<file path="config.mk">
export PLATFORM = sky130hd
export DESIGN_NAME = pixel_array_ctrl
export DESIGN_NICKNAME = d
export VERILOG_FILES = /design/src/rtl/pixel_array_ctrl.sv
export SDC_FILE = /design/constraint.sdc
export NUM_CORES = 1
export LEC_CHECK = 0
export CAP_MARGIN = 10
export CORE_ASPECT_RATIO = 0.9
export CORE_UTILIZATION = 32
export CTS_CLUSTER_DIAMETER = 100
export DETAILED_ROUTE_END_ITERATION = 16
export GPL_TIMING_DRIVEN = 0
export SLEW_MARGIN = 20
export SYNTH_ARGS = -nofsm -noshare
export SYNTH_HDL_FRONTEND = slang
export SYNTH_SLANG_ARGS = --single-unit
export TNS_END_PERCENT = 30
</file>
<file path="constraint.sdc">
create_clock -name clk -period 2.9 [get_ports clk]
set_input_delay 0.29 -clock clk [delete_from_list [all_inputs] [get_ports clk]]
set_output_delay 0.29 -clock clk [all_outputs]
set_load 0.1 [all_outputs]
</file>
<file path="src/rtl/pixel_array_ctrl.sv">
// Frame sequencer for a NUM_ROWS x NUM_COLS pixel array: erase/expose/convert, row readout, word stream.
// Define PIXEL_CTRL_GRAY_EN for a Gray-coded ADC ramp with Gray-to-binary decode of captured words.
module pixel_array_ctrl #(
    parameter int DATA_W    = 8,
    parameter int NUM_ROWS  = 2,
    parameter int NUM_COLS  = 2,
    parameter int EXP_W     = 16,
    parameter int ERASE_CYC = 2
) (
    input  logic                         clk,
    input  logic                         reset,
    input  logic                         start,
    input  logic                         continuous,
    input  logic [EXP_W-1:0]             exp_cycles,
    output logic                         erase,
    output logic                         expose,
    output logic                         convert,
    output logic [DATA_W-1:0]            ramp_data,
    output logic [NUM_ROWS-1:0]          row_sel,
    input  logic [NUM_COLS*DATA_W-1:0]   col_data,
    output logic [DATA_W-1:0]            out_data,
    output logic                         out_valid,
    input  logic                         out_ready,
    output logic                         out_last,
    output logic                         busy
);

    localparam int EC_W = $clog2(ERASE_CYC + 1);
    localparam int CW0  = (EXP_W > DATA_W) ? EXP_W : DATA_W;
    localparam int CW   = (CW0 > EC_W) ? CW0 : EC_W;
    localparam int RW   = (NUM_ROWS > 1) ? $clog2(NUM_ROWS) : 1;
    localparam int CLW  = (NUM_COLS > 1) ? $clog2(NUM_COLS) : 1;

    localparam logic [CW-1:0]  ERASE_LAST = CW'(ERASE_CYC - 1);
    localparam logic [CW-1:0]  RAMP_LAST  = CW'({DATA_W{1'b1}});
    localparam logic [RW-1:0]  ROW_LAST   = RW'(NUM_ROWS - 1);
    localparam logic [CLW-1:0] COL_LAST   = CLW'(NUM_COLS - 1);
    localparam logic           ONE_COL    = (NUM_COLS == 1);

    typedef enum logic [2:0] {
        S_IDLE,
        S_ERASE,
        S_EXPOSE,
        S_CONVERT,
        S_LATCH,
        S_STREAM
    } state_t;

    state_t                       state_q;
    logic [CW-1:0]                cnt_q;
    logic [EXP_W-1:0]             exp_q;
    logic [RW-1:0]                row_q;
    logic [CLW-1:0]               col_q;
    logic [NUM_COLS*DATA_W-1:0]   cbuf_q;
    logic                         erase_q;
    logic                         expose_q;
    logic                         convert_q;
    logic [DATA_W-1:0]            ramp_q;
    logic [NUM_ROWS-1:0]          row_sel_q;
    logic [DATA_W-1:0]            out_data_q;
    logic                         out_valid_q;
    logic                         out_last_q;

    logic [CW-1:0]                cnt_d;
    logic [CW-1:0]                exp_last;
    logic [RW-1:0]                row_d;
    logic [CLW-1:0]               col_d;
    logic [NUM_COLS*DATA_W-1:0]   cap_d;
    logic [DATA_W-1:0]            word_d;

    function automatic logic [DATA_W-1:0] ramp_enc(input logic [DATA_W-1:0] n);
`ifdef PIXEL_CTRL_GRAY_EN
        return n ^ (n >> 1);
`else
        return n;
`endif
    endfunction

    function automatic logic [DATA_W-1:0] col_dec(input logic [DATA_W-1:0] w);
        logic [DATA_W-1:0] b;
        b = w;
`ifdef PIXEL_CTRL_GRAY_EN
        for (int i = DATA_W - 2; i >= 0; i--) begin
            b[i] = b[i+1] ^ w[i];
        end
`endif
        return b;
    endfunction

    assign cnt_d    = cnt_q + 1'b1;
    assign exp_last = CW'(exp_q - 1'b1);
    assign row_d    = row_q + 1'b1;
    assign col_d    = col_q + 1'b1;
    assign word_d   = cbuf_q[col_d*DATA_W +: DATA_W];

    always_comb begin
        cap_d = '0;
        for (int c = 0; c < NUM_COLS; c++) begin
            cap_d[c*DATA_W +: DATA_W] = col_dec(col_data[c*DATA_W +: DATA_W]);
        end
    end

    always_ff @(posedge clk) begin
        if (reset) begin
            state_q     <= S_IDLE;
            cnt_q       <= '0;
            exp_q       <= '0;
            row_q       <= '0;
            col_q       <= '0;
            cbuf_q      <= '0;
            erase_q     <= 1'b0;
            expose_q    <= 1'b0;
            convert_q   <= 1'b0;
            ramp_q      <= '0;
            row_sel_q   <= '0;
            out_data_q  <= '0;
            out_valid_q <= 1'b0;
            out_last_q  <= 1'b0;
        end else begin
            unique case (state_q)
                S_IDLE: begin
                    if (start) begin
                        exp_q   <= (exp_cycles == '0) ? EXP_W'(1) : exp_cycles;
                        cnt_q   <= '0;
                        erase_q <= 1'b1;
                        state_q <= S_ERASE;
                    end
                end
                S_ERASE: begin
                    if (cnt_q == ERASE_LAST) begin
                        cnt_q    <= '0;
                        erase_q  <= 1'b0;
                        expose_q <= 1'b1;
                        state_q  <= S_EXPOSE;
                    end else begin
                        cnt_q <= cnt_d;
                    end
                end
                S_EXPOSE: begin
                    if (cnt_q == exp_last) begin
                        cnt_q     <= '0;
                        expose_q  <= 1'b0;
                        convert_q <= 1'b1;
                        ramp_q    <= ramp_enc('0);
                        state_q   <= S_CONVERT;
                    end else begin
                        cnt_q <= cnt_d;
                    end
                end
                S_CONVERT: begin
                    if (cnt_q == RAMP_LAST) begin
                        cnt_q     <= '0;
                        convert_q <= 1'b0;
                        ramp_q    <= '0;
                        row_q     <= '0;
                        row_sel_q <= NUM_ROWS'(1);
                        state_q   <= S_LATCH;
                    end else begin
                        cnt_q  <= cnt_d;
                        ramp_q <= ramp_enc(cnt_d[DATA_W-1:0]);
                    end
                end
                S_LATCH: begin
                    cbuf_q      <= cap_d;
                    row_sel_q   <= '0;
                    col_q       <= '0;
                    out_valid_q <= 1'b1;
                    out_data_q  <= cap_d[DATA_W-1:0];
                    out_last_q  <= (row_q == ROW_LAST) && ONE_COL;
                    state_q     <= S_STREAM;
                end
                S_STREAM: begin
                    if (out_ready) begin
                        if (col_q == COL_LAST) begin
                            out_valid_q <= 1'b0;
                            out_last_q  <= 1'b0;
                            out_data_q  <= '0;
                            if (row_q == ROW_LAST) begin
                                // continuous is only looked at on the final transfer
                                if (continuous) begin
                                    cnt_q   <= '0;
                                    erase_q <= 1'b1;
                                    state_q <= S_ERASE;
                                end else begin
                                    state_q <= S_IDLE;
                                end
                            end else begin
                                row_q     <= row_d;
                                row_sel_q <= NUM_ROWS'(1) << row_d;
                                state_q   <= S_LATCH;
                            end
                        end else begin
                            col_q      <= col_d;
                            out_data_q <= word_d;
                            out_last_q <= (row_q == ROW_LAST) && (col_d == COL_LAST);
                        end
                    end
                end
                default: state_q <= S_IDLE;
            endcase
        end
    end

    assign erase     = erase_q;
    assign expose    = expose_q;
    assign convert   = convert_q;
    assign ramp_data = ramp_q;
    assign row_sel   = row_sel_q;
    assign out_data  = out_data_q;
    assign out_valid = out_valid_q;
    assign out_last  = out_last_q;
    assign busy      = (state_q != S_IDLE);

endmodule

</file>
==> metrics.cfg, run 1 <==
[synthesis]
ys_seq_area_share_pct=37.27
synth.avg_cell_area_um2=7.821
ys_ff_latch=68
synthTopCellsByCount=nand2_1 (86), dfxtp_1 (68), a21oi_1 (55)
async_reset_ff_share_pct=0
synth_edf_count=0
synth_top_cell_by_area=dfxtp_1
ys.flop_type=dfxtp_1
yosys.cell_types.count=60
syn-num-nets=507
synthesis.area_um2=3652
synth.area.top_cells=dfxtp_1 (37%), nand2_1 (8.8%), a21oi_1 (7.5%), nor2_1 (3.2%), nor2b_1 (2.4%)
synthMostInstantiatedCell=nand2_1
synthCells=467
yosysWarnings=0
netlist.area_leader.share_pct=37.27

[place]
gp_congestion=0.8362
port_buffers=59
hpwl_mm=7.576
place_inst=678

[floorplan]
start_util_pct=33.37
die_area_um2=11840
die_y_um=103.4
design.portCount=61
row_count=36
coreArea_um2=10950
chipWidth_um=114.6

[min_path]
hold_start=cbuf_q[9]
holdCritPathClass=reg2reg

[grt]
grtUsageTotal_pct=17.32
grt_overflow=0
grt_pass1_wl_mm=16.07
antenna_found_initial=0
grt_pass1_vias=3242
grt_max_degree=13

[critical_path]
worstPathRequired_ps=3100
crit_type=reg2reg
cp_data_arrival_time_ps=3030
r2r_start=exp_q[3]
end_kind=flip-flop
r2r_setup_slack_ps=70
cp_max_fo=10
startpoint=exp_q[3]
critPathLaunchType=flip-flop

[power]
p_int_w=0.002382
swShare_pct=39.96
p_sw_w=0.001585
pwr-share-seq_pct=29.1
comb_power_share_pct=41.6
power_w=0.003966
irDropWorstVdd_mv=0.4858
p_per_area_nw_per_um2=809.9
pwr-share-clk_pct=29.3
p_leak_nw=1.749

[cts]
root_buffer=clkbuf_16
hold_buffers=0
cts_buffer_depth=2
cts_buffers=9
clock-sinks=68
cts.htree.levels=3
clock_latency_ps=330
path_clk_slew_ps=60
cts_tree=yes

[layout]
seqCellArea_um2=1364
layout.cells.non_filler=698
fin_nets=581
syn_to_final_growth_pct=34.09
multi_input_area_um2=2212
nFillCells=1082
antennaDiodeCount=0
drive_above_1_share_pct=10.81

[drt]
wl_per_cell_um=14.47
first_iter_violations=165
final_antenna_net_count=0
drcViolationCount=0
wl_mm=10.10
via_per_inst=5.128
first_pass_iters=4
vias=3579

[sta]
hold_ws_ps=449.6
tightest_slew_ps=1015
slew_viol_final=0
max_freq_ghz=0.3530
fin_crit_ps=2833
hold_viol=0
setup-violations-final=0
fin_crit_sh_pct=97.69
max-slew-margin-rel_pct=31.83
skew_ps=8.365

[flow_run]
drv_cap=0

[status]
status=finished, final reports clean

==> layout make-up <==
| type | count | area share (%) |
|---|---|---|
| plain buffers | 26 | 2.351 |
| clock buffers | 9 | 4.599 |
| clock inverters | 7 | 1.865 |
| inverters | 16 | 1.226 |
| multi-input cells | 355 | 45.17 |
| flip-flops and latches | 68 | 27.85 |
| well taps | 152 | 3.883 |
| repair buffers | 65 | 13.06 |
==> power by group through the flow <==
stage,clock network (W),registers [W],logic (W)
floorplan,0,0.00137,0.000908
global placement,0,0.00115,0.00148
detailed placement,0,0.00116,0.00150
CTS,0.00118,0.00114,0.00152
global route,0.00123,0.00116,0.00177
finish,0.00116,0.00115,0.00165
==> worst paths after layout <==
path | to | cells after the start
worst max-delay path | ramp_data[6] | 10
worst min-delay path | cbuf_q[9] | 2
worst max register to register | ramp_data[6] | 10
worst min register to register | cbuf_q[9] | 2
==> placed cells by master, fill, tap and decap left out, types with 3 or more instances in the layout <==
cell type        Yosys  layout
nor3_1              12      11
and3_1               6       6
ha_1                 3       3
xor2_1              10      10
nor3b_1              9       9
dfxtp_1             68      66
a21oi_1             55      55
nand2b_1             8       8
nand2_1             86      86
nor4_1               9       5
clkbuf_1            23      21
nor3_4               1       3
buf_4                2       7
nor2b_1             14      14
a211oi_1            11      10
o22ai_1              3       3
nor4_2               1       3
nor4_4               1       3
xnor2_1              9       9
inv_1               16      16
clkinv_2             0       3
o32ai_1              7       7
clkdlybuf4s50_1      0      59
nand3_1             10      10
o21ai_0             17      17
and2_1               5       5
nor2_1              31      30
clkbuf_16            0       9
==> what timing repair did <==
item	CTS	global route
pin swaps	2	9
gates resized for setup	1	19
gates cloned	0	1
endpoints found under the setup margin	10	25
setup buffers	1	4
==> flip-flops by register name, indices dropped and copies added, names as in the netlist <==
| name | count |
|---|---|
| cbuf_q | 8 |
| cnt_q | 16 |
| col_q | 1 |
| convert | 1 |
| erase | 1 |
| exp_q | 16 |
| expose | 1 |
| out_data | 8 |
| out_last | 1 |
| out_valid | 1 |
| ramp_data | 8 |
| row_q | 1 |
| row_sel | 2 |
| state_q | 3 |
==> layer usage <==
| layer | global-route usage, % | part of all wire [%] | wire, µm | vias up |
|---|---|---|---|---|
| li1 | - | - | - | 1798 |
| met1 | 23.38 | 48 | 4871 | 1709 |
| met2 | 28.25 | 47 | 4713 | 67 |
| met3 | 3.555 | 4.5 | 452 | 5 |
| met4 | 4.695 | 0.64 | 65 | 0 |
| met5 | 0 | 0 | 0 | - |
==> logic make-up after synthesis <==
kind of cell               Yosys count  synth area share (%)
adders and majority gates            3                 1.028
xor gates and xnor gates            19                 4.556
DFF                                 68                 37.27
AOI/OAI and AO/OA                  117                 20.62
and+or+nand+nor                    211                 30.04
buffers and inverters               44                 5.002
muxes                                5                 1.473
==> stage by stage <==
step                area, µm²  utilization, %  worst slack, ps  TNS [ps]
CTS                      4763           43.52            6.567         0
floorplan                3652               -            221.6         0
detailed placement       4433           40.50           -84.21    -418.9
finish                   4897           44.74            67.07         0
global route             4897           44.74           -11.03    -19.18
global placement         4433           40.50           -51.99    -214.5
==> worst max-delay path: stages (launching register included) <==
cell	delay, ps
dfxtp_1	300
buf_6	140
or4_4	580
or3_4	410
nor2_1	110
o22ai_1	130
nor4_4	290
buf_4	190
nor3b_4	250
o21a_4	210
o32ai_1	80
No activity file was read; power rests on OpenSTA's default activity.
==> run 2: changes to the inputs <==
--- a/config.mk
+++ b/config.mk
@@ -8,7 +8,6 @@
 export CAP_MARGIN = 10
 export CORE_ASPECT_RATIO = 0.9
 export CORE_UTILIZATION = 32
-export CTS_CLUSTER_DIAMETER = 100
 export DETAILED_ROUTE_END_ITERATION = 16
 export GPL_TIMING_DRIVEN = 0
 export SLEW_MARGIN = 20
==> results of run 2 <==
The final DEF is identical to that of run 1; final timing and power are the same.
==> run 3: changes to the inputs <==
--- a/config.mk
+++ b/config.mk
@@ -10,6 +10,7 @@
 export CORE_UTILIZATION = 32
 export DETAILED_ROUTE_END_ITERATION = 16
 export GPL_TIMING_DRIVEN = 0
+export PLACE_DENSITY = 0.62
 export SLEW_MARGIN = 20
 export SYNTH_ARGS = -nofsm -noshare
 export SYNTH_HDL_FRONTEND = slang
==> constraint.sdc (replaced) <==
create_clock -name clk -period 2.9 [get_ports clk]
set_input_delay 0.87 -clock clk [delete_from_list [all_inputs] [get_ports clk]]
set_output_delay 0.87 -clock clk [all_outputs]
set_load 0.1 [all_outputs]
==> metrics.cfg, run 3 (synthesis results as in run 1) <==
[drt]
first_iter_violations=201
drcViolationCount=0
vias=3503
via_per_inst=5.040
wl_mm=9.862
wl_per_cell_um=14.19
first_pass_iters=4
final_antenna_net_count=0

[sta]
hold_viol=0
tightest_slew_ps=1023
worst_slack_ps=64.26
hold_ws_ps=454.6
rsz0062_at_grt=true
max-slew-margin-rel_pct=31.27
setup-violations-final=0
slew_viol_final=0
fin_crit_sh_pct=97.78
fin_crit_ps=2836
max_freq_ghz=0.3526
skew_ps=3.379

[floorplan]
design.portCount=61
coreArea_um2=10950
die_y_um=103.4
start_util_pct=33.37
die_area_um2=11840
row_count=36
chipWidth_um=114.6

[place]
place_inst=678
hpwl_mm=7.406
gp_congestion=0.8233
port_buffers=59
pre_cts_slack_ps=-181.0

[power]
pwr-share-seq_pct=29.7
irDropWorstVdd_mv=0.3307
p_leak_nw=1.711
p_per_area_nw_per_um2=802.4
swShare_pct=39.91
p_int_w=0.002315
p_sw_w=0.001537
pwr-share-clk_pct=30.4
comb_power_share_pct=39.9
power_w=0.003852

[layout]
layout_common_cells=nand2_1 (86), dfxtp_1 (68), clkdlybuf4s50_1 (58)
syn_to_final_growth_pct=31.45
drive_above_1_share_pct=9.024
reg.largest.list=cnt_q: 16 flops, exp_q: 16 flops
antennaDiodeCount=0
layout.cells.non_filler=695
final_util_pct=43.86
fin_nets=578
mostFrequentLayoutCell=nand2_1

[critical_path]
critPathLaunchType=flip-flop
end_kind=flip-flop
path_delay_family=simple AND/OR/NAND/NOR gates
r2r_start=exp_q[4]
max_stage_delay_ps=580
critPathBufInv=1
crit_chain=buf_2 -> or4_4 -> or3_4 -> nor2_1 -> o22ai_1 -> nor4_4 -> nor3b_4 -> o21a_4 -> o32ai_1
r2r_setup_slack_ps=60
cp_data_arrival_time_ps=3040
reg2reg_depth=9
crit_type=reg2reg
cp_max_fo=8
cp_slowest_cell=or4_4
worstPathRequired_ps=3100
r2r_end=ramp_data[2]

[cts]
cts_buffer_depth=2
hold_buffers=0
cts.htree.levels=3
cts_buffers=9
cts_tree=yes
path_clk_slew_ps=60
clock-sinks=68
root_buffer=clkbuf_16
clock_latency_ps=330

[grt]
grt_pass1_vias=3216
grt_max_degree=13
antenna_found_initial=0
grtUsageTotal_pct=17.05
grt_pass1_wl_mm=15.99
grt_overflow=0

[flow_run]
drv_cap=0

[min_path]
hold_start=cbuf_q[10]
whs_path_depth=2
holdCritPathClass=reg2reg
hold_end=cbuf_q[10]

[status]
status=finished, final reports clean

-- run 3: changes by cell type in the layout (fill, tap and decap cells not counted), moves of 2 or more --
cell | before | now
buf_4 | 7 | 3
clkbuf_1 | 21 | 23
clkinv_2 | 3 | 1
dfxtp_1 | 66 | 68
dfxtp_2 | 2 | 0
-- run 3: metal layers --
metal,wire (µm),vias up,track usage (%)
met5,0,-,0
met4,116,0,4.895
met3,303,12,2.622
met2,4451,73,26.62
met1,4991,1636,24.37
li1,-,1782,-
-- run 3: power by group through the flow --
stage | logic [W] | clock network [W] | registers [W]
floorplan | 0.000908 | 0 | 0.00137
finish | 0.00154 | 0.00117 | 0.00114
global placement | 0.00147 | 0 | 0.00115
detailed placement | 0.00149 | 0 | 0.00116
global route | 0.00166 | 0.00124 | 0.00116
CTS | 0.00149 | 0.00119 | 0.00114
-- run 3: repair_timing --
action                                  in CTS  in global routing
resized for setup                            3                  9
setup buffers                                1                  0
endpoints found under the setup margin      11                 25
pin swaps                                    1                  2
-- run 3: worst max path at each step --
| stage | startpoint | endpoint | slack, ps | cells past startpoint |
|---|---|---|---|---|
| floorplan | exp_q[3] | cnt_q[8] | 220 | 10 |
| finish | exp_q[4] | ramp_data[2] | 60 | 9 |
| CTS | state_q[1] | busy | -8 | 4 |
| detailed placement | out_ready | cnt_q[9] | -180 | 8 |
| global placement | out_ready | cnt_q[9] | -140 | 8 |
| global route | exp_q[4] | ramp_data[7] | -80 | 9 |
-- run 3: final cells by class --
class / count / area [µm²]
clock buffer: 10 / 229.0
inverter: 16 / 60.06
sequential: 68 / 1361
fill: 1110 / 6145
timing repair buffer: 60 / 593.1
tap: 152 / 190.2
buffer: 28 / 123.9
clock inverter: 6 / 88.84
multi-input combinational: 355 / 2155
-- run 3: worst register-to-register path, cell delays in order (launching register included) --
cell,delay [ps]
dfxtp_1,290
buf_2,170
or4_4,580
or3_4,410
nor2_1,110
o22ai_1,120
nor4_4,400
nor3b_4,340
o21a_4,210
o32ai_1,90
-- run 3: per-stage QoR --
stage	instance area, µm²	TNS (ps)
floorplan	3652	0
global placement	4433	-1098
detailed placement	4433	-1477
CTS	4765	-8.042
global route	4801	-614.9
finish	4801	0
